$ cat src/rtl/alu_instr_sequencer_if.sv
// alu_instr_sequencer_if: control/handshake bundle between the step sequencer and the single-bus datapath.
interface alu_instr_sequencer_if #(parameter int OPC_W = 5, parameter int NUM_REGS = 16);
  logic run;
  logic [31:0] ir;
  logic mem_ack;
  logic PCout, Zlowout, ZHighout, MDRout;
  logic MARin, PCin, MDRin, IRin, Yin, Zin, HIin, LOin;
  logic IncPC, Read;
  logic [NUM_REGS-1:0] reg_in, reg_out;
  logic [OPC_W-1:0] alu_op;
  logic done, illegal, halted;
  logic [3:0] state;
  modport master (
    input run, ir, mem_ack,
    output PCout, Zlowout, ZHighout, MDRout, MARin, PCin, MDRin, IRin, Yin, Zin, HIin, LOin,
    output IncPC, Read, reg_in, reg_out, alu_op, done, illegal, halted, state
  );
  modport slave (
    output run, ir, mem_ack,
    input PCout, Zlowout, ZHighout, MDRout, MARin, PCin, MDRin, IRin, Yin, Zin, HIin, LOin,
    input IncPC, Read, reg_in, reg_out, alu_op, done, illegal, halted, state
  );
endinterface

$ cat src/rtl/alu_instr_sequencer.sv
// alu_instr_sequencer: fetch/decode/execute step FSM driving single-bus datapath strobes.
// Define MULDIV_EN to enable the two-register mul/div opcodes (RTYPE_MAX, RTYPE_MAX+1) with a T6 step.
module alu_instr_sequencer #(
  parameter int OPC_W     = 5,
  parameter int REG_SEL_W = 4,
  parameter int NUM_REGS  = 16,
  parameter int RTYPE_MAX = 12,
  parameter int HALT_OPC  = 27
) (
  input logic Clock,
  input logic Clear,
  alu_instr_sequencer_if.master bus
);
`ifdef MULDIV_EN
  localparam bit MD = 1'b1;
`else
  localparam bit MD = 1'b0;
`endif
  typedef enum logic [3:0] {IDLE, T0, T1, T1W, T2, T3, T4, T5, T6, HALT} state_t;
  state_t st, nx;
  logic [OPC_W-1:0] opc_d, opc_q;
  logic [REG_SEL_W-1:0] ra_d, rb_d, rc_d, ra_q, rb_q, rc_q;
  logic rt_d, md_d, halt_d, md_q;
  function automatic logic ok(input logic [REG_SEL_W-1:0] s);
    return int'(s) < NUM_REGS;
  endfunction
  function automatic logic [NUM_REGS-1:0] onehot(input logic [REG_SEL_W-1:0] s);
    return ok(s) ? NUM_REGS'(1) << s : '0;
  endfunction
  assign opc_d  = bus.ir[31 -: OPC_W];
  assign ra_d   = bus.ir[31-OPC_W -: REG_SEL_W];
  assign rb_d   = bus.ir[31-OPC_W-REG_SEL_W -: REG_SEL_W];
  assign rc_d   = bus.ir[31-OPC_W-2*REG_SEL_W -: REG_SEL_W];
  assign rt_d   = int'(opc_d) < RTYPE_MAX && ok(ra_d) && ok(rb_d) && ok(rc_d);
  assign md_d   = MD && (int'(opc_d) == RTYPE_MAX || int'(opc_d) == RTYPE_MAX + 1) && ok(ra_d) && ok(rb_d);
  assign halt_d = int'(opc_d) == HALT_OPC;
  always_ff @(posedge Clock) begin
    if (!Clear) begin
      st    <= IDLE;
      opc_q <= '0;
      ra_q  <= '0;
      rb_q  <= '0;
      rc_q  <= '0;
      md_q  <= 1'b0;
    end else begin
      st <= nx;
      if (st == T3) begin
        opc_q <= opc_d;
        ra_q  <= ra_d;
        rb_q  <= rb_d;
        rc_q  <= rc_d;
        md_q  <= md_d;
      end
    end
  end
  // Strobes decode from the present state only; T3 reads ir directly since the fields latch at its end.
  always_comb begin
    nx           = st;
    bus.PCout    = 1'b0;
    bus.Zlowout  = 1'b0;
    bus.ZHighout = 1'b0;
    bus.MDRout   = 1'b0;
    bus.MARin    = 1'b0;
    bus.PCin     = 1'b0;
    bus.MDRin    = 1'b0;
    bus.IRin     = 1'b0;
    bus.Yin      = 1'b0;
    bus.Zin      = 1'b0;
    bus.HIin     = 1'b0;
    bus.LOin     = 1'b0;
    bus.IncPC    = 1'b0;
    bus.Read     = 1'b0;
    bus.reg_in   = '0;
    bus.reg_out  = '0;
    bus.alu_op   = '0;
    bus.done     = 1'b0;
    bus.illegal  = 1'b0;
    bus.halted   = 1'b0;
    case (st)
      IDLE: nx = bus.run ? T0 : IDLE;
      T0: begin
        bus.PCout = 1'b1;
        bus.MARin = 1'b1;
        bus.IncPC = 1'b1;
        bus.Zin   = 1'b1;
        nx        = T1;
      end
      T1, T1W: begin
        bus.Zlowout = st == T1;
        bus.PCin    = st == T1;
        bus.Read    = 1'b1;
        bus.MDRin   = 1'b1;
        nx          = bus.mem_ack ? T2 : T1W;
      end
      T2: begin
        bus.MDRout = 1'b1;
        bus.IRin   = 1'b1;
        nx         = T3;
      end
      T3: begin
        bus.reg_out = rt_d ? onehot(rb_d) : md_d ? onehot(ra_d) : '0;
        bus.Yin     = rt_d || md_d;
        bus.illegal = !(rt_d || md_d || halt_d);
        bus.done    = bus.illegal;
        nx          = (rt_d || md_d) ? T4 : halt_d ? HALT : bus.run ? T0 : IDLE;
      end
      T4: begin
        bus.reg_out = onehot(md_q ? rb_q : rc_q);
        bus.alu_op  = opc_q;
        bus.Zin     = 1'b1;
        nx          = T5;
      end
      T5: begin
        bus.Zlowout = 1'b1;
        bus.reg_in  = md_q ? '0 : onehot(ra_q);
        bus.LOin    = MD && md_q;
        bus.done    = !md_q;
        nx          = md_q ? T6 : bus.run ? T0 : IDLE;
      end
      T6: begin
        bus.ZHighout = MD;
        bus.HIin     = MD;
        bus.done     = MD;
        nx           = bus.run ? T0 : IDLE;
      end
      HALT: bus.halted = 1'b1;
      default: nx = IDLE;
    endcase
  end
  assign bus.state = st;
endmodule

$ cat src/flat_wrapper.sv
// flat-port wrapper written by rule: the top's interface ports become plain ports
module alu_instr_sequencer_flat 
#(
  parameter int OPC_W     = 5,
  parameter int REG_SEL_W = 4,
  parameter int NUM_REGS  = 16,
  parameter int RTYPE_MAX = 12,
  parameter int HALT_OPC  = 27
)
  (Clock, Clear, bus_run, bus_ir, bus_mem_ack, bus_PCout, bus_Zlowout, bus_ZHighout, bus_MDRout, bus_MARin, bus_PCin, bus_MDRin, bus_IRin, bus_Yin, bus_Zin, bus_HIin, bus_LOin, bus_IncPC, bus_Read, bus_reg_in, bus_reg_out, bus_alu_op, bus_done, bus_illegal, bus_halted, bus_state);
  alu_instr_sequencer_if #(.OPC_W(OPC_W), .NUM_REGS(NUM_REGS)) bus_i ();
  input logic Clock;
  input logic Clear;
  input wire logic [$bits(bus_i.run)-1:0] bus_run;
  input wire logic [$bits(bus_i.ir)-1:0] bus_ir;
  input wire logic [$bits(bus_i.mem_ack)-1:0] bus_mem_ack;
  output wire logic [$bits(bus_i.PCout)-1:0] bus_PCout;
  output wire logic [$bits(bus_i.Zlowout)-1:0] bus_Zlowout;
  output wire logic [$bits(bus_i.ZHighout)-1:0] bus_ZHighout;
  output wire logic [$bits(bus_i.MDRout)-1:0] bus_MDRout;
  output wire logic [$bits(bus_i.MARin)-1:0] bus_MARin;
  output wire logic [$bits(bus_i.PCin)-1:0] bus_PCin;
  output wire logic [$bits(bus_i.MDRin)-1:0] bus_MDRin;
  output wire logic [$bits(bus_i.IRin)-1:0] bus_IRin;
  output wire logic [$bits(bus_i.Yin)-1:0] bus_Yin;
  output wire logic [$bits(bus_i.Zin)-1:0] bus_Zin;
  output wire logic [$bits(bus_i.HIin)-1:0] bus_HIin;
  output wire logic [$bits(bus_i.LOin)-1:0] bus_LOin;
  output wire logic [$bits(bus_i.IncPC)-1:0] bus_IncPC;
  output wire logic [$bits(bus_i.Read)-1:0] bus_Read;
  output wire logic [$bits(bus_i.reg_in)-1:0] bus_reg_in;
  output wire logic [$bits(bus_i.reg_out)-1:0] bus_reg_out;
  output wire logic [$bits(bus_i.alu_op)-1:0] bus_alu_op;
  output wire logic [$bits(bus_i.done)-1:0] bus_done;
  output wire logic [$bits(bus_i.illegal)-1:0] bus_illegal;
  output wire logic [$bits(bus_i.halted)-1:0] bus_halted;
  output wire logic [$bits(bus_i.state)-1:0] bus_state;
  assign bus_i.run = bus_run;
  assign bus_i.ir = bus_ir;
  assign bus_i.mem_ack = bus_mem_ack;
  assign bus_PCout = bus_i.PCout;
  assign bus_Zlowout = bus_i.Zlowout;
  assign bus_ZHighout = bus_i.ZHighout;
  assign bus_MDRout = bus_i.MDRout;
  assign bus_MARin = bus_i.MARin;
  assign bus_PCin = bus_i.PCin;
  assign bus_MDRin = bus_i.MDRin;
  assign bus_IRin = bus_i.IRin;
  assign bus_Yin = bus_i.Yin;
  assign bus_Zin = bus_i.Zin;
  assign bus_HIin = bus_i.HIin;
  assign bus_LOin = bus_i.LOin;
  assign bus_IncPC = bus_i.IncPC;
  assign bus_Read = bus_i.Read;
  assign bus_reg_in = bus_i.reg_in;
  assign bus_reg_out = bus_i.reg_out;
  assign bus_alu_op = bus_i.alu_op;
  assign bus_done = bus_i.done;
  assign bus_illegal = bus_i.illegal;
  assign bus_halted = bus_i.halted;
  assign bus_state = bus_i.state;
  alu_instr_sequencer #(.OPC_W(OPC_W), .REG_SEL_W(REG_SEL_W), .NUM_REGS(NUM_REGS), .RTYPE_MAX(RTYPE_MAX), .HALT_OPC(HALT_OPC)) u_core (.Clock(Clock), .Clear(Clear), .bus(bus_i));
endmodule
$ cat config.mk
export PLATFORM = sky130hd
export DESIGN_NAME = alu_instr_sequencer_flat
export DESIGN_NICKNAME = d
export VERILOG_FILES = /design/src/rtl/alu_instr_sequencer_if.sv /design/src/rtl/alu_instr_sequencer.sv /design/src/flat_wrapper.sv
export SDC_FILE = /design/constraint.sdc
export NUM_CORES = 1
export LEC_CHECK = 0
export BUFFER_PORTS_ARGS = -buffer_cell sky130_fd_sc_hd__buf_2
export CORE_MARGIN = 2
export CORE_UTILIZATION = 43
export CTS_CLUSTER_SIZE = 20
export DETAILED_ROUTE_END_ITERATION = 10
export GPL_TIMING_DRIVEN = 1
export PLACE_DENSITY = 0.94
export SLEW_MARGIN = 10
export SYNTH_ARGS = -nofsm -noshare
export SYNTH_HDL_FRONTEND = slang
export SYNTH_SLANG_ARGS = --single-unit
export TNS_END_PERCENT = 50
$ cat constraint.sdc
create_clock -name Clock -period 4.2 [get_ports Clock]
set_clock_uncertainty 0.15 [all_clocks]
set_input_delay 0.42 -clock Clock [delete_from_list [all_inputs] [get_ports Clock]]
set_output_delay 0.42 -clock Clock [all_outputs]
set_load 0.02 [all_outputs]
; ---- After elaboration in Yosys (flattened, before gate mapping)
; Cells that the tools add are included.
[totals]
reg_bits = 17
latch_bits = 0
ram_bits = 0
romBits = 0
input_bits = 36
out_inout_bits = 58
word_cells = 43
memories = 0
[op_classes]
addsub = 0
n_mul = 0
div_mod_pow = 0
n_lt_le_gt_ge = 1
eq_ne = 10
n_shift = 3
n_mux = 19
n_bitwise = 0
n_reduce_logical = 6
[ops]
columns = cell, n
row1 = $shl A1 B4 Y16 const A, 3
row2 = $mux W16, 2
row3 = $pmux W16 S2, 1
row4 = $pmux W4 S7, 1
row5 = $eq A4 B3 Y1 const B, 4
row6 = $mux W1, 9
row7 = $eq A4 B2 Y1 const B, 2
row8 = $eq A4 B4 Y1 const B, 2
row9 = $mux W4, 2
row10 = $eq A5 B4 Y1 const B, 1
row11 = $lt A5 B4 Y1 const B, 1
row12 = $mux W5, 1
row13 = $eq A4 B1 Y1 const B, 1
row14 = $logic_not A4 Y1, 1
row15 = $pmux W1 S2, 2
row16 = $reduce_or A2 Y1, 2
row17 = $mux W3, 1
row18 = $reduce_or A3 Y1, 1
row19 = $logic_not A1 Y1, 1
row20 = $logic_or A1 B1 Y1, 1

; ---- Depth between registers and ports, before layout
[logic_depth]
ltp_word = 4
mapped_depth = 7

; ---- Worst setup path after synthesis
; OpenSTA, ideal clock, no wires.
[synth_path]
path_kind = register -> output
startpoint = reg u_core.st[2] (netlist: u_core.bus.state[2])
endpoint = out bus_reg_out[10]
arrival_ns = 1.976
t_required_ns = 3.630
setup_slack_ns = 1.654
stages_incl_launch_ff = 6
path_buffers = 1
path_cell_list = dfxtp_1 > buf_2 > nand4bb_1 > nor2_1 > nand3b_1 > o22ai_1
[synth_between]
elab_chain_cells = 2
word_cells_on_any_way = 3
cone_classes = eq/ne: 2 / mux: 1
[synth_lines]
columns = item, line_no
row1 = "start, declared", alu_instr_sequencer.sv:20  ; state_t st, nx;
row2 = "start signal, assigned", alu_instr_sequencer.sv:46  ; st <= nx;
row3 = $eq A4 B3 Y1, alu_instr_sequencer.sv:79  ; case (st)
row4 = $pmux W16 S2 *, alu_instr_sequencer.sv:79
row5 = "end, declared", flat_wrapper.sv:32  ; output wire logic [$bits(bus_i.reg_out)-1:0] bus_reg_out;
; Every way passes the cells marked *; elsewhere a longest branch is shown, timed or not.

; ---- Final worst setup path
[layout_path]
startpoint = reg u_core.st[0] (netlist: u_core.bus.state[0])
endpoint = out bus_reg_out[10]
; Same word-level chain as after synthesis.

==> impl_metrics.json <==
{
  "outcome": "complete, no violations",
  "startpoint": "u_core.bus.state[0]",
  "fin_crit_sh": 0.769,
  "cts_sinks": 17,
  "grt_pass1_wl_um": 5380,
  "vias": 1486,
  "relSlewSlack": 0.548,
  "min_period_ps": 3230,
  "postSynthCellCount": 177,
  "nFillCells": 276,
  "layout-drive-gt1-share": 0.380,
  "crit_arrival_ps": 2660,
  "required_ps": 3630,
  "hold_path_startpoint": "bus_ir[25]",
  "fp.dieH_um": 58.2,
  "clkTransAtPathRegs_ps": 100,
  "setup-violations-final": 0,
  "io_pins": 94,
  "core_mm2": 0.00278,
  "antenna_found_initial": 0,
  "fmax_mhz": 310,
  "htree_levels": 1,
  "hpwlAfterDp_um": 2600,
  "std_cell_rows": 19,
  "critPathMaxFanout": 15,
  "die_w_um": 58.2,
  "slew_violations": 0,
  "area_growth_pct": 27.5,
  "synth_cell_type_count": 40,
  "cts_buffers": 3,
  "max-vdd-ir-drop_v": 0.000196,
  "grt-ovfl-total": 0,
  "ant_nets": 0,
  "dieArea_mm2": 0.00339,
  "hold_viol": 0,
  "rsz0062_at_grt": "no",
  "r2r_start": "u_core.bus.state[0]",
  "power_density_mw_per_mm2": 213,
  "yosysMostFrequentCell": "nand2_1",
  "dr.pass1.iters": 4,
  "r2r_end": "u_core.bus.state[1]",
  "p_leak_nw": 0.769,
  "cts_resized": 0,
  "end_kind": "output port",
  "setup_tns_ps": 0,
  "nets": 279,
  "grt_max_degree": 19,
  "reg2reg_depth": 3,
  "yosys-top-cells-area": "dfxtp_1 (27%), nand2_1 (10%), o22ai_1 (7.9%), a21boi_0 (7.7%), nor2_1 (5.9%)",
  "yosys.area.top_type_share": 0.269,
  "grt_util_all_layers": 0.201,
  "startpoint_type": "flop",
  "cts_setup_buffers": 0,
  "maxCapViolCount": 0,
  "avgViaCountPerCell": 5.44,
  "synth_edf_count": 0,
  "ys.flop_type": "dfxtp_1",
  "hp-class": "input port to flop",
  "clk_latency_ps": 290,
  "ys_ff_latch": 17,
  "cts_tree": "done",
  "initial_core_util": 0.455,
  "ys_warn_count": 0,
  "antenna_cells": 0,
  "synth_area_mm2": 0.00126,
  "crit_type": "flop to output port",
  "fin_cells": 273,
  "port_buffers": 75,
  "grt_pass1_vias": 1204,
  "placedCellCount": 269,
  "clockRootBuffer": "clkbuf_4",
  "max-clock-path-buffers": 2,
  "worst_slew_pin_slew_ps": 669,
  "reg2reg_setup_slack_ps": 2070,
  "yosysTopAreaCell": "dfxtp_1",
  "crit_end": "bus_reg_out[10]",
  "seq_area_frac_synth": 0.269,
  "gp_congestion": 0.872,
  "synthArstFlopShare": 0,
  "synth_commonest_cells": "nand2_1 (35), nor2_1 (20), dfxtp_1 (17)",
  "syn_avg_cell_area_um2": 7.15,
  "drt_iter0_markers": 103,
  "totalWireLength_um": 3450,
  "wl_per_cell_um": 12.6,
  "route.detailed.drc": 0,
  "cts-hold-fix-buffers": 0
}
[cell usage in the layout (no fill, tap or decap), types with 4 or more instances in the layout]
| cell type | n |
|---|---|
| a21boi_0 | 13 |
| a21oi_1 | 5 |
| and2_2 | 5 |
| buf_2 | 75 |
| dfxtp_1 | 17 |
| nand2_1 | 35 |
| nand2b_1 | 6 |
| nand3b_1 | 6 |
| nor2_1 | 20 |
| nor3_1 | 4 |
| o22ai_1 | 16 |
[routing by layer]
layer	vias up	wire [µm]	global-route usage
li1	744	-	-
met1	673	1520	0.264
met3	4	212	0.0223
met4	0	50	0.0797
met2	65	1670	0.338
met5	-	0	0
[cell families after synthesis]
group / share of synthesized area
other: 0.00296
and+or+nand+nor: 0.411
buffers and inverters: 0.0880
AOI/OAI and AO/OA: 0.228
DFF: 0.269
[cell type report]
class | instances | area, µm² | area share
Tap cell | 31 | 38.8 | 0.0240
Inverter | 3 | 11.3 | 0.00698
Clock buffer | 4 | 26.3 | 0.0163
Sequential cell | 17 | 340 | 0.211
Multi-Input combinational cell | 143 | 821 | 0.509
Timing Repair Buffer | 75 | 375 | 0.233
[stage by stage]
step	hold WS, ps	power (mW)	util	worst slack (ps)	instance area [µm²]
floorplan	289	0.236	-	1650	1270
global placement	295	0.256	0.570	1310	1590
finish	219	0.344	0.580	969	1610
CTS	208	0.347	0.580	912	1610
global route	207	0.362	0.580	631	1610
detailed placement	302	0.258	0.570	1250	1590
[sequential cells by signal (all words and copies together) (netlist names)]
name,flops
u_core.ra_q,4
u_core.opc_q,5
u_core.bus.state,4
u_core.rc_q,4
[how the worst min path moves through the flow]
stage	to	slack, ps	depth (start not counted)
floorplan	u_core.opc_q[0]	290	2
global placement	u_core.opc_q[2]	290	2
detailed placement	u_core.opc_q[2]	300	2
CTS	u_core.ra_q[3]	210	3
global route	u_core.ra_q[3]	210	3
finish	u_core.ra_q[2]	220	3
[worst max-delay path, stage by stage (launching register included)]
cell and delay [ps]:
dfxtp_1 620, nand4bb_1 610, nor2_1 520, nand3b_1 220, o22ai_1 220, buf_2 190
[power by group]
part | internal, mW | total (mW) | switching [mW] | leakage (nW)
clock | 0.0370 | 0.0897 | 0.0527 | 0.0150
sequential | 0.165 | 0.175 | 0.00946 | 0.137
combinational | 0.0312 | 0.0796 | 0.0484 | 0.617
total | 0.233 | 0.344 | 0.111 | 0.769
(Power assumes the default switching activity.)
